`src/rtl/nibble_add_pkg.sv`:
```
// Shared types and the round-robin pick helper for the nibble adder arbiter.
package nibble_add_pkg;
  localparam int N_REQ_DEF = 4;
  localparam int W_DEF     = 4;

  typedef enum logic [1:0] {IDLE, CALC, RESP} state_e;

  typedef struct packed {
    logic       vld;
    logic [2:0] idx;
  } pick_t;

  // First set request at or after ptr, wrapping modulo n (n <= 8).
  // Iterating from the far end backwards leaves the nearest hit in p.
  function automatic pick_t rr_pick(input logic [7:0] req, input logic [2:0] ptr, input int n);
    pick_t p;
    int    k;
    p = '0;
    for (int i = 7; i >= 0; i--) begin
      if (i < n) begin
        k = (int'(ptr) + i) % n;
        if (req[k[2:0]]) begin
          p.vld = 1'b1;
          p.idx = k[2:0];
        end
      end
    end
    return p;
  endfunction
endpackage

```
`src/rtl/nibble_add_arbiter_adder.sv`:
```
// Registered W-bit adder with load enable; output is {carry, sum}.
module nibble_adder #(
  parameter int W = 4
) (
  input  logic         clk,
  input  logic         rst,
  input  logic         ld_i,
  input  logic [W-1:0] a_i,
  input  logic [W-1:0] b_i,
  output logic [W:0]   sum_o
);
  logic [W:0] sum_q;

  always_ff @(posedge clk or posedge rst) begin
    if (rst)       sum_q <= '0;
    else if (ld_i) sum_q <= {1'b0, a_i} + {1'b0, b_i};
  end

  assign sum_o = sum_q;
endmodule

```
`src/rtl/nibble_add_arbiter.sv`:
```
// Round-robin sharing of one registered nibble adder among N_REQ requesters,
// with a valid/ready result port.
module nibble_add_arbiter
  import nibble_add_pkg::*;
#(
  parameter int N_REQ = N_REQ_DEF,
  parameter int W     = W_DEF,
  parameter int ID_W  = $clog2(N_REQ)
) (
  input  logic               clk,
  input  logic               reset,
  input  logic [N_REQ-1:0]   req,
  input  logic [N_REQ*W-1:0] a_flat,
  input  logic [N_REQ*W-1:0] b_flat,
  output logic [N_REQ-1:0]   gnt,
  output logic               resp_valid,
  input  logic               resp_ready,
  output logic [W-1:0]       resp_sum,
  output logic               resp_carry,
  output logic [ID_W-1:0]    resp_id,
  output logic               busy
);
  state_e          state_q, state_d;
  logic [ID_W-1:0] ptr_q, ptr_d;
  logic [ID_W-1:0] id_q, id_d;
  logic [W-1:0]    a_q, a_d, b_q, b_d;
  logic [W:0]      add_q;
  pick_t           pick;
  logic [ID_W-1:0] win;

  always_comb pick = rr_pick(8'(req), 3'(ptr_q), N_REQ);
  assign win = ID_W'(pick.idx);

  always_comb begin
    state_d = state_q;
    ptr_d   = ptr_q;
    id_d    = id_q;
    a_d     = a_q;
    b_d     = b_q;
    unique case (state_q)
      IDLE: if (pick.vld) begin
        id_d    = win;
        a_d     = a_flat[win*W +: W];
        b_d     = b_flat[win*W +: W];
        ptr_d   = win + 1'b1;  // power-of-two N_REQ: natural wrap
        state_d = CALC;
      end
      CALC: state_d = RESP;
      RESP: if (resp_ready) state_d = IDLE;
      default: state_d = IDLE;
    endcase
  end

  always_ff @(posedge clk or posedge reset) begin
    if (reset) begin
      state_q <= IDLE;
      ptr_q   <= '0;
      id_q    <= '0;
      a_q     <= '0;
      b_q     <= '0;
    end else begin
      state_q <= state_d;
      ptr_q   <= ptr_d;
      id_q    <= id_d;
      a_q     <= a_d;
      b_q     <= b_d;
    end
  end

  nibble_adder #(.W(W)) u_add (
    .clk   (clk),
    .rst   (reset),
    .ld_i  (state_q == CALC),
    .a_i   (a_q),
    .b_i   (b_q),
    .sum_o (add_q)
  );

  for (genvar g = 0; g < N_REQ; g++) begin : g_gnt
    assign gnt[g] = (state_q == CALC) && (id_q == ID_W'(g));
  end

  assign resp_valid = (state_q == RESP);
  assign resp_sum   = add_q[W-1:0];
  assign resp_carry = add_q[W];
  assign resp_id    = id_q;
  assign busy       = (state_q != IDLE);
endmodule
```
`config.mk`:
```
export PLATFORM = sky130hd
export DESIGN_NAME = nibble_add_arbiter
export DESIGN_NICKNAME = d
export VERILOG_FILES = /design/src/rtl/nibble_add_pkg.sv /design/src/rtl/nibble_add_arbiter_adder.sv /design/src/rtl/nibble_add_arbiter.sv
export SDC_FILE = /design/constraint.sdc
export NUM_CORES = 1
export LEC_CHECK = 0
export BUFFER_PORTS_ARGS = -buffer_cell sky130_fd_sc_hd__buf_2
export CELL_PAD_IN_SITES_DETAIL_PLACEMENT = 1
export CELL_PAD_IN_SITES_GLOBAL_PLACEMENT = 1
export CORE_UTILIZATION = 39
export CTS_BUF_LIST = sky130_fd_sc_hd__clkbuf_8
export CTS_CLUSTER_DIAMETER = 120
export DETAILED_ROUTE_END_ITERATION = 12
export PLACE_DENSITY_LB_ADDON = 0.25
export SLEW_MARGIN = 20
export SYNTH_ARGS = -nofsm -noshare
export SYNTH_HDL_FRONTEND = slang
export SYNTH_SLANG_ARGS = --single-unit
```
`constraint.sdc`:
```
create_clock -name clk -period 4.2 [get_ports clk]
set_clock_uncertainty 0.15 [all_clocks]
set_input_delay 0.42 -clock clk [delete_from_list [all_inputs] [get_ports clk]]
set_output_delay 0.42 -clock clk [all_outputs]
set_load 0.01 [all_outputs]
```
-- Word-level counts from Yosys, hierarchy flattened
Index checks and enable logic that the tools add are counted.
- logic and storage cells: 54
- bits of input ports: 39
- register bits after elaboration: 19
- output and inout bits: 13
- equality and inequality tests: 7
- $add $sub $neg: 5
- reduce and logical (&&, ||, !) cells: 12
- magnitude comparators: 4
- shift-type cells: 2
- mux-type cells: 15
- bitwise operators: 3
- operators by type and width (kind ; number):
    16-bit by 5-bit indexed part select with 4-bit output ; 2
    4-bit 2-to-1 mux ; 4
    3-bit by 4-bit less-than comparator with 1-bit output, second input constant ; 3
    1-bit binary-select mux with 3-bit select ; 3
    2-bit == test, second input constant ; 3
    2-bit case mux with 3 select lines ; 1
    2-bit OR reduction ; 3
    4-bit by 4-bit adder with 5-bit output ; 1
    2-bit by 1-bit adder with 2-bit output, second input constant ; 2
    2-bit adder, second input constant ; 2
    2-bit by 1-bit == test with 1-bit output, second input constant ; 2
    1-bit logical AND ; 4
    2-bit zero test ; 2
    2-bit by 4-bit less-than comparator with 1-bit output, second input constant ; 1
    1-bit 2-to-1 mux ; 4
    2-bit 2-to-1 mux ; 2
    2-bit AND reduction ; 2
    1-bit bitwise AND, first input constant ; 3
    1-bit binary-select mux with 2-bit select ; 1
    2-bit by 1-bit inequality test with 1-bit output, second input constant ; 1
    2-bit inequality test, second input constant ; 1
    2-bit nonzero test ; 1

-- Logic depth before layout (Yosys ltp)
- depth in word-level cells: 11
- gate-level depth with buffers: 8
- depth with buffers taken out: 7

-- Modules after synthesis
From an unflattened synthesis, not the netlist that was laid out.
- cell total of the unflattened synthesis: 122
- area total of the unflattened synthesis: 1238.7 µm²
- by module, submodules not included (module ; area each (µm²) ; seq. area each (µm²) ; times used ; cells an instance):
    nibble_add_arbiter ; 887.1 ; 350.3 ; 1 ; 90
    nibble_adder ; 351.6 ; 125.1 ; 1 ; 32

-- Worst setup path before layout
OpenSTA, ideal clock, no wires.
- path kind: input -> register
- start point: in req[2]
- end point: reg b_q[0]
- buffers on the path: 1
- stages: 6
- data required time: 3.929 ns
- arrival time: 1.754 ns
- path slack: 2.175 ns
- library setup time: 0.121 ns
- cell sequence: nor2b_4 > nor4b_4 > or2_1 > buf_6 > mux2_1 > a22o_1
- word-level cells in the longest chain between the ends: 7
- elaborated cells on any way between the ends: 14
- classes of those cells: shift: 1; mux: 12; reduce/logical: 1
- ends and longest elaborated chain (item ; RTL line ; source):
    from (decl) ; nibble_add_arbiter.sv:12 ; input logic [N_REQ-1:0] req,
    1-bit binary-select mux with 3-bit select ; nibble_add_pkg.sv:22 ; if (req[k[2:0]]) begin
    1-bit 2-to-1 mux (implied by the code) ; nibble_add_pkg.sv:22 ;
    4-bit 2-to-1 mux (3 in a row) ; nibble_add_pkg.sv:22 ;
    4-bit 2-to-1 mux (*) ; nibble_add_pkg.sv:22 ;
    16-bit by 5-bit indexed part select with 4-bit output / 2-bit AND reduction (equally long branches) ; -- ;
    to (signal assigned) ; nibble_add_arbiter.sv:60 ; b_q <= '0;
    to (signal assigned) ; nibble_add_arbiter.sv:66 ; b_q <= b_d;
    to (decl) ; nibble_add_arbiter.sv:26 ; logic [W-1:0] a_q, a_d, b_q, b_d;
Every way passes the cells marked *; elsewhere a longest branch is shown, timed or not. The select of a mux whose other input is x is not followed.
A chain may end at the register's enable or synchronous reset.

-- Worst setup path in the final report
- start point: reg ptr_q[0]
- end point: reg b_q[0]
- word-level cells in the longest chain between the ends: 10
- elaborated cells on any way between the ends: 23
- classes of those cells: add/sub: 3; shift: 1; mux: 12; bitwise: 3; reduce/logical: 4
- ends and longest elaborated chain (item ; RTL line ; source):
    from (decl) ; nibble_add_arbiter.sv:24 ; logic [ID_W-1:0] ptr_q, ptr_d;
    from (signal assigned) ; nibble_add_arbiter.sv:63 ; ptr_q <= ptr_d;
    2-bit adder ; nibble_add_pkg.sv:21 ; k = (int'(ptr) + i) % n;
    2-bit OR reduction (no source line) ; -- ;
    1-bit bitwise AND (no source line) ; -- ;
    1-bit binary-select mux with 3-bit select ; nibble_add_pkg.sv:22 ;
    1-bit 2-to-1 mux (implied by the code) ; nibble_add_pkg.sv:22 ;
    4-bit 2-to-1 mux (3 in a row) ; nibble_add_pkg.sv:22 ;
    4-bit 2-to-1 mux (*) ; nibble_add_pkg.sv:22 ;
    16-bit by 5-bit indexed part select with 4-bit output / 2-bit AND reduction (equally long branches) ; -- ;
Marked as above.

==> results.sh <==
export IMPL_outcome="finished, final reports clean"
export IMPL_groute_usage_overall_pct=18.44
export IMPL_grt_setup_unrepaired="no"
export IMPL_placement_io_buffers=51
export IMPL_layout_commonest_cell="sky130_fd_sc_hd__buf_2"
export IMPL_boundaryPins=52
export IMPL_clock_power_share_pct=11.2
export IMPL_insertedDiodeCount=0
export IMPL_synth_sequential_area_ratio_pct=37.77
export IMPL_die_w_microns=58.81
export IMPL_worst_ep_required_time_ps=4200
export IMPL_design_die_area_sq_um=3459
export IMPL_start_kind="flop"
export IMPL_postSynthCellCount=121
export IMPL_drt_pre_antenna_iters=4
export IMPL_synth_simple_area_share_pct=19.38
export IMPL_clock_sink_count=19
export IMPL_worst_slew_pin_slew_ps=854.0
export IMPL_clkLatencyLatePin_ps=250
export IMPL_final_max_slew_violation_count=0
export IMPL_bufs_on_longest_clock_path=2
export IMPL_core_area_sq_um=3053
export IMPL_synthMuxAreaShare_pct=9.145
export IMPL_setup_violations=0
export IMPL_avg_synthesized_cell_area_sq_um=10.40
export IMPL_internal_power_contribution_w=0.0006471
export IMPL_drtAntennaViolNets=0
export IMPL_cts_tree="yes"
export IMPL_clock_root_buffer="sky130_fd_sc_hd__clkbuf_8"
export IMPL_max_cap_violation_count=0
export IMPL_irDropWorstVdd_v=0.0002437
export IMPL_vias=1107
export IMPL_grt_first_pass_wirelength_mm=4.871
export IMPL_category_of_the_worst_setup_path_capture_point="flop"
export IMPL_layout_drive_gt1_share_pct=38.60
export IMPL_cts_resized=0
export IMPL_post_synth_instance_area_sq_um=1259
export IMPL_detail_route_wl_per_cell_microns=14.24
export IMPL_post_synthesis_compound_gate_area_fraction_pct=19.58
export IMPL_synth_flop_cell="sky130_fd_sc_hd__dfrtp_1"
export IMPL_initialDrtViolationCount=24
export IMPL_period_minus_slack_ps=2623
export IMPL_finalSetupTns_ps=0
export IMPL_synth_seq_cells=19
export IMPL_leakagePower_nw=0.7609
export IMPL_combPwrFrac_pct=57.4
export IMPL_synth_net_count=165
export IMPL_chip_height_microns=58.81
export IMPL_power_share_sequential_pct=31.4
export IMPL_grt_antenna_before_repair=0
export IMPL_yosysUniqueCellTypes=40
export IMPL_synth_edff_count=0
export IMPL_final_hold_worst_slack_ps=129.0
export IMPL_yosys_warnings=0
export IMPL_pwr_density_cell_nw_per_um2=726.5
export IMPL_slew_limit_headroom_pct=43.07
export IMPL_synth_fa_ha_area_share_pct=5.567
export IMPL_initial_utilization_pct=41.23
export IMPL_place_congestion=0.7058
export IMPL_ys_async_sr_fraction_pct=100.0
export IMPL_synthToLayoutAreaGrowth_pct=23.66
export IMPL_power_switching_w=0.0004837
export IMPL_maximum_clock_rate_mhz=381.2
export IMPL_arrival_worst_endpoint_ps=2620
export IMPL_hold_buffers=0
export IMPL_power_switching_share_pct=42.78
export IMPL_detailed_place_hpwl_mm=2.459
export IMPL_grt_max_degree=20
export IMPL_grt_total_ovfl=0
export IMPL_hold_violations=0
export IMPL_post_cts_buffers=0
export IMPL_clkTransAtPathRegs_ps=70
export IMPL_report_power_total_w=0.001131
export IMPL_yosys_area_share_xor_xnor_pct=2.087
export IMPL_path_class="reg -> reg"
export IMPL_cts_made_buffers=3
export IMPL_synth_top_family_by_area="compound AO/OA/AOI/OAI gates"
export IMPL_finish_net_count=216
export IMPL_cp_max_fo=19
export IMPL_mostFrequentLayoutCells="sky130_fd_sc_hd__buf_2 (51), sky130_fd_sc_hd__dfrtp_1 (19), sky130_fd_sc_hd__o21ai_0 (11)"
export IMPL_placementRows=20
export IMPL_vias_per_cell=5.149
export IMPL_timing_hold_worst_class="in -> async"
export IMPL_drc_errors=0
export IMPL_h_tree_depth=1
export IMPL_route_final_wire_length_mm=3.062
export IMPL_first_global_vias=1101
export IMPL_post_route_period_util_pct=62.45
[worst max-delay path, cell delays in order, from the launching register on]
cell and delay [ps]:
sky130_fd_sc_hd__dfrtp_1 430, sky130_fd_sc_hd__nor2b_1 120, sky130_fd_sc_hd__nor4_4 460, sky130_fd_sc_hd__or2_1 740, sky130_fd_sc_hd__mux2_1 400, sky130_fd_sc_hd__a22o_1 210
[cells in the mapped netlist, drive strengths merged, types with 5 or more instances]
library cell,n,share of area (%)
a211oi,7,4.2
dfrtp,19,38
mux2i,7,5.6
nand2,9,2.7
nor2,5,1.7
nor3b,10,6.0
o21ai,12,4.8
o22ai,7,3.5
[stage by stage]
step                      std cells  utilization, %  area (sq um)  setup slack [ps]
after floorplan                 121               -          1259              2175
after global placement          211           49.47          1510              1554
after detailed placement        211           49.47          1510              1396
after CTS                       215           50.98          1556              1559
after global routing            215           50.98          1556              1445
final                           215           50.98          1556              1577
[state kept, by name, indices dropped and copies added (netlist names)]
name	count
b_q	4
resp_id	2
state_q	2
ptr_q	2
u_add.sum_o	5
a_q	4
[worst paths after layout]
kind	start	endpoint	slack [ps]	cells past startpoint
setup / recovery	ptr_q[0]	b_q[0]	1580	5
hold / removal	reset	state_q[1]	130	2
setup reg to reg	ptr_q[0]	b_q[0]	1580	5
hold reg to reg	u_add.sum_o[3]	u_add.sum_o[3]	320	2
max in group asynchronous	reset	b_q[1]	3320	2
min in group clk	resp_ready	state_q[1]	210	2
[power groups by stage]
stage	Combinational [W]	Clock [W]	Sequential [W]
after global placement	0.000629	0	0.000352
final	0.000649	0.000127	0.000355
after detailed placement	0.000657	0	0.000359
after floorplan	0.000521	0	0.000357
after global routing	0.000723	0.000140	0.000369
after CTS	0.000661	0.000132	0.000357
[layer usage]
metal / up-vias / share of wire, % / GRT usage (%)
met5: - / 0 / 0
met4: 0 / 0.88 / 5.102
met3: 4 / 3.7 / 2.198
met2: 39 / 49 / 31.98
met1: 518 / 46 / 24.20
li1: 546 / - / -
[cells by family after synthesis]
family          Yosys count
xor+xnor                  3
flops                    19
compound gates           38
fa+ha+maj                 5
mux                      11
buf+inv                  10
simple gates             35
[cell type report]
type                            instances  area, sq um
Multi-Input combinational cell         92        701.9
Clock inverter                          1        5.005
Clock buffer                            3        41.29
Timing Repair Buffer                   52        262.8
Sequential cell                        19        475.5
Tap cell                               44        55.05
Inverter                                4        15.01
Fill cell                             385         1496
(Power assumes the default switching activity.)
